--- src/rtl/fcbt_pkg.sv ---
// Shared FCBT accumulator constants and the group-streamer state type.
package fcbt_pkg;
   localparam int FCBT_WIDTH      = 32;
   localparam int FCBT_MAX_INPUTS = 32768;
   localparam int FCBT_OBUF_SIZE  = 100;

   typedef enum logic {IDLE, STREAM} fcbt_stream_state_t;
endpackage

--- src/rtl/fcbt_credit_counter.sv ---
// Up/down saturating credit counter: simultaneous inc/dec cancel, full flag,
// registered underflow pulse when a decrement arrives at zero.
module fcbt_credit_counter
   import fcbt_pkg::*;
#(
   parameter int MAX = FCBT_OBUF_SIZE,
   parameter int CW  = $clog2(MAX + 1)
) (
   input  logic          clk,
   input  logic          rst,
   input  logic          inc,
   input  logic          dec,
   output logic [CW-1:0] count,
   output logic          full,
   output logic          underflow
);

   assign full = (count == CW'(MAX));

   always_ff @(posedge clk or posedge rst) begin
      if (rst) begin
         count     <= '0;
         underflow <= 1'b0;
      end else begin
         underflow <= dec && !inc && (count == '0);
         case ({inc, dec})
            2'b10:   if (!full) count <= count + CW'(1);
            2'b01:   if (count != '0) count <= count - CW'(1);
            default: ;
         endcase
      end
   end

endmodule

--- src/rtl/fcbt_group_streamer.sv ---
// Transmit side of the FCBT accumulator input protocol: turns a group command
// plus a value stream into valid_in/ip/end_of_group beats, with result credit tracking.
module fcbt_group_streamer
   import fcbt_pkg::*;
#(
   parameter int WIDTH           = FCBT_WIDTH,
   parameter int MAX_INPUTS      = FCBT_MAX_INPUTS,
   parameter int MAX_OUTSTANDING = FCBT_OBUF_SIZE,
   parameter int LEN_W           = $clog2(MAX_INPUTS + 1),
   parameter int OUT_W           = $clog2(MAX_OUTSTANDING + 1)
) (
   input  logic             clk,
   input  logic             rst,
   input  logic             cmd_valid,
   output logic             cmd_ready,
   input  logic [LEN_W-1:0] cmd_len,
   input  logic             data_valid,
   output logic             data_ready,
   input  logic [WIDTH-1:0] data_in,
   input  logic             ready,
   output logic             valid_in,
   output logic             end_of_group,
   output logic [WIDTH-1:0] ip,
   input  logic             valid_out,
   output logic [OUT_W-1:0] outstanding,
   output logic             busy,
   output logic             err_len,
   output logic             err_spurious
);

   fcbt_stream_state_t state;
   logic [LEN_W-1:0]   len_q;
   logic [LEN_W-1:0]   cnt;
   logic               credit_full;
   logic               eog_emit;
   logic               credit_block;
   logic               cmd_fire;
   logic               data_fire;
   logic               len_ok;
   logic               last_beat;

   assign eog_emit = valid_in && end_of_group;
   // The group closing this cycle is not yet in the counter; reserve its slot so
   // a command accepted now cannot push the result buffer past its depth.
   assign credit_block = credit_full ||
                         (eog_emit && (outstanding == OUT_W'(MAX_OUTSTANDING - 1)));

   assign cmd_ready  = !rst && (state == IDLE) && !credit_block;
   assign data_ready = (state == STREAM) && ready;
   assign busy       = (state == STREAM);

   assign cmd_fire  = cmd_valid && cmd_ready;
   assign data_fire = data_valid && data_ready;
   assign len_ok    = (cmd_len != '0) && (cmd_len <= LEN_W'(MAX_INPUTS));
   assign last_beat = ((cnt + LEN_W'(1)) == len_q);

   always_ff @(posedge clk or posedge rst) begin
      if (rst) begin
         state        <= IDLE;
         len_q        <= '0;
         cnt          <= '0;
         valid_in     <= 1'b0;
         end_of_group <= 1'b0;
         ip           <= '0;
         err_len      <= 1'b0;
      end else begin
         valid_in     <= 1'b0;
         end_of_group <= 1'b0;
         err_len      <= 1'b0;
         case (state)
            IDLE: begin
               if (cmd_fire) begin
                  if (len_ok) begin
                     len_q <= cmd_len;
                     cnt   <= '0;
                     state <= STREAM;
                  end else begin
                     err_len <= 1'b1;
                  end
               end
            end
            STREAM: begin
               if (data_fire) begin
                  valid_in <= 1'b1;
                  ip       <= data_in;
                  cnt      <= cnt + LEN_W'(1);
                  if (last_beat) begin
                     end_of_group <= 1'b1;
                     state        <= IDLE;
                  end
               end
            end
            default: state <= IDLE;
         endcase
      end
   end

   fcbt_credit_counter #(
      .MAX (MAX_OUTSTANDING),
      .CW  (OUT_W)
   ) u_credit (
      .clk       (clk),
      .rst       (rst),
      .inc       (eog_emit),
      .dec       (valid_out),
      .count     (outstanding),
      .full      (credit_full),
      .underflow (err_spurious)
   );

endmodule

--- config.mk ---
export PLATFORM = sky130hd
export DESIGN_NAME = fcbt_group_streamer
export DESIGN_NICKNAME = d
export VERILOG_FILES = /design/src/rtl/fcbt_pkg.sv /design/src/rtl/fcbt_credit_counter.sv /design/src/rtl/fcbt_group_streamer.sv
export SDC_FILE = /design/constraint.sdc
export NUM_CORES = 1
export LEC_CHECK = 0
export ABC_AREA = 1
export ABC_CLOCK_PERIOD_IN_PS = 5800
export BUFFER_PORTS_ARGS = -buffer_cell sky130_fd_sc_hd__buf_2
export CAP_MARGIN = 20
export CORE_MARGIN = 2
export CORE_UTILIZATION = 30
export CTS_BUF_LIST = sky130_fd_sc_hd__clkbuf_4
export CTS_CLUSTER_SIZE = 28
export DETAILED_ROUTE_END_ITERATION = 16
export PLACE_DENSITY = 0.56
export SKIP_CTS_REPAIR_TIMING = 1
export SLEW_MARGIN = 20
export SYNTH_ARGS = -nofsm -noshare
export SYNTH_HDL_FRONTEND = slang
export SYNTH_SLANG_ARGS = --single-unit
--- constraint.sdc ---
create_clock -name clk -period 5.8 [get_ports clk]
set_clock_uncertainty 0.2 [all_clocks]
set_input_delay 0.29 -clock clk [delete_from_list [all_inputs] [get_ports clk]]
set_output_delay 0.29 -clock clk [all_outputs]
set_load 0.05 [all_outputs]
==> metrics <==
status=finished, final reports clean; Clock H-tree levels=3; vias in the first global route=between 3000 and 4000; Yosys top cell by area=dfrtp_1; Core ar.=12800 um2; max-cap viol count=0; Detail Route Antenna Nets=0; WP data arrival=approximately 3000 ps; worst setup margin=2910 ps; clock-pin slew on the worst setup and hold paths=130 ps; Simple-Gate Fraction of Synth Area=0.369; final hold vios=0; Leakage=about 2.8 nW; R2R Setup Slk=3320 ps; Die Y=119 um; Post-Synth XOR/XNOR Area=0.0133; first-pass GRT wire length=16500 um; Async SR Flop Fraction=1.00; Skew-Pair Late Insertion Delay=430 ps; GPL Wtd Cong=0.791; dpl ws=2880 ps; Tmin final=2890 ps; Slew Limit Fails=0; CTS Root Cell=clkbuf_4; initial cell density of the core=0.310; RSZ-0062 raised after global routing=no; P per Cell Area=approximately 380 nW/um2; Synth area leaders=dfrtp_1 48%, nand2_1 22%, nand3_1 5.8%; Setup Crit Path Kind=input pin to register; Worst Path Max Fanout=50; HP Start=data_valid; max_slew headroom=0.377; top-count cell post-synth=nand2_1; sequential power share=0.400; Synth Flop Type=dfrtp_1; Tot GR Track Use=0.144; CP endpoint kind=register; complex-gate fraction of the synthesized area=0.0452; share of the synthesized area in the top cell type=0.480; clock tree buffer depth=2; FMAX=0.346 GHz; routed vias/inst=4.48; fraction of layout cells with a size suffix above 1=0.197; Yosys cell types=27; syn avg cell area=approximately 7.4 um2; Setup crit start kind=input pin; TritonCTS clock tree=built; Yosys reg bits=76; Die Area=about 14000 um2; Rows=41; CTS Buf Count=9; Max IR drop VDD=176 uV; Hold Path Class=input pin to register; Port Buffers=between 90 and 100; drt wl/cell=12.1 um; Netlist Area Pre-Place=3960 um2; WL final=10400 um; Layout Area Growth over Synthesis=33.8%; total grt overflow=0; 1st-iter DRT viols=168; Post-synth top cells=229 x nand2_1, 76 x dfrtp_1, 56 x inv_1; Num Clock Sinks=76; setup violators final=0; Internal Power=0.00108 W; Critical Path RT=5920 ps; Mapped Cells=535; dpl hpwl=between 6000 and 7000 um; syn_nets=596; largest family of logic cells by synthesized area=simple AND/OR/NAND/NOR gates; pin count of the biggest net entering global routing=56; mux share of post-synthesis cell area=0; Sw Ratio=0.468; reg-to-reg startpoint=u_credit.count[0]; total number of vias=about 3900; Synth Area in Adders=0.0240; die width=between 100 and 150 um; DRC viols=0; Clock power frac=0.162; Post-synth EDFFs=0; Seq/Total Area, Yosys=0.480; worst hold slack=between 100 and 150 ps; Sum Neg Setup Slack=0 ps; worst slew pin tran=933 ps; initial antenna violation count=1; Psw=0.000952 W; final net count=~750; crit path from=cmd_len[9]; DR pass1 iterations=4; Synth Warn #=0; Logic pwr share=0.438; ratio of final minimum period to clock period=0.498; Ports=100
per-stage QoR:
step	total power, W	util	area [um2]	instances
after floorplan	0.00147	-	3960	535
after global placement	0.00167	0.362	4630	793
after detailed placement	0.00169	0.362	4630	793
after CTS	0.00202	0.373	4760	809
after global routing	0.00219	0.415	5300	862
final	0.00204	0.415	5300	862
layer usage:
layer | GRT usage | share of wire | wire (um)
met5 | 0 | 0 | 0
met3 | 0.0369 | 0.047 | 493
met4 | 0.0565 | 0.017 | 179
met2 | 0.233 | 0.48 | 4990
met1 | 0.183 | 0.46 | 4750
final cells by class:
cell class | instances | area, um2
Fill cell | 1280 | 7470
Tap cell | 172 | 215
Multi-Input combinational cell | 388 | 1790
Timing Repair Buffer | 152 | 1040
Clock inverter | 7 | 66.3
Clock buffer | 9 | 67.6
Antenna cell | 1 | 2.50
Sequential cell | 76 | 1900
Inverter | 57 | 214
cells in the final DEF, fill, tap and decap left out, types with 2 or more instances in the layout:
cell type	count
nand4_1	9
clkinv_2	4
ha_1	6
dfrtp_1	76
inv_1	55
xor2_1	4
nand2_2	3
nor3_1	3
inv_2	2
clkbuf_4	9
nor2_2	5
o21ai_0	23
nor2_1	30
nand2_1	229
nand3_2	5
a21oi_1	7
nor2_4	3
nand3_1	46
buf_2	99
dlygate4sd3_1	51
xnor2_1	2
nand3b_1	6
final timing paths:
| check | end | cells after the start |
|---|---|---|
| min in group asynchronous | u_credit.count[3] | 3 |
| min | ip[21] | 5 |
| max reg2reg | len_q[10] | 6 |
| max | len_q[10] | 7 |
| min reg2reg | ip[29] | 2 |
| max in group asynchronous | len_q[5] | 4 |
critical path, stage by stage:
cell and delay (ps):
dlygate4sd3_1 540, buf_2 130, nor4_1 440, nand3_1 150
xor2_1 230, nand3_2 750, o21ai_0 460
cell families after synthesis:
| kind of cell | count (synthesis) |
|---|---|
| buffers and inverters | 71 |
| xor gates and xnor gates | 6 |
| DFF | 76 |
| and+or+nand+nor | 341 |
| adders and majority gates | 7 |
| AOI/OAI and AO/OA | 34 |
sequential cells by signal, indices dropped and copies added (netlist names):
name / flops
ip: 32
cnt: 16
len_q: 16
u_credit.count: 7
busy: 1
end_of_group: 1
err_len: 1
u_credit.underflow: 1
valid_in: 1
power groups by stage:
stage	clock network [W]	logic [W]	registers, W
2_1_floorplan	0	0.000373	0.00110
3_5_place_dp	0	0.000866	0.000823
5_1_grt	0.000367	0.000984	0.000839
3_3_place_gp	0	0.000853	0.000821
6_report	0.000329	0.000892	0.000814
4_1_cts	0.000340	0.000867	0.000815
Power figures use the tool's default switching activity.
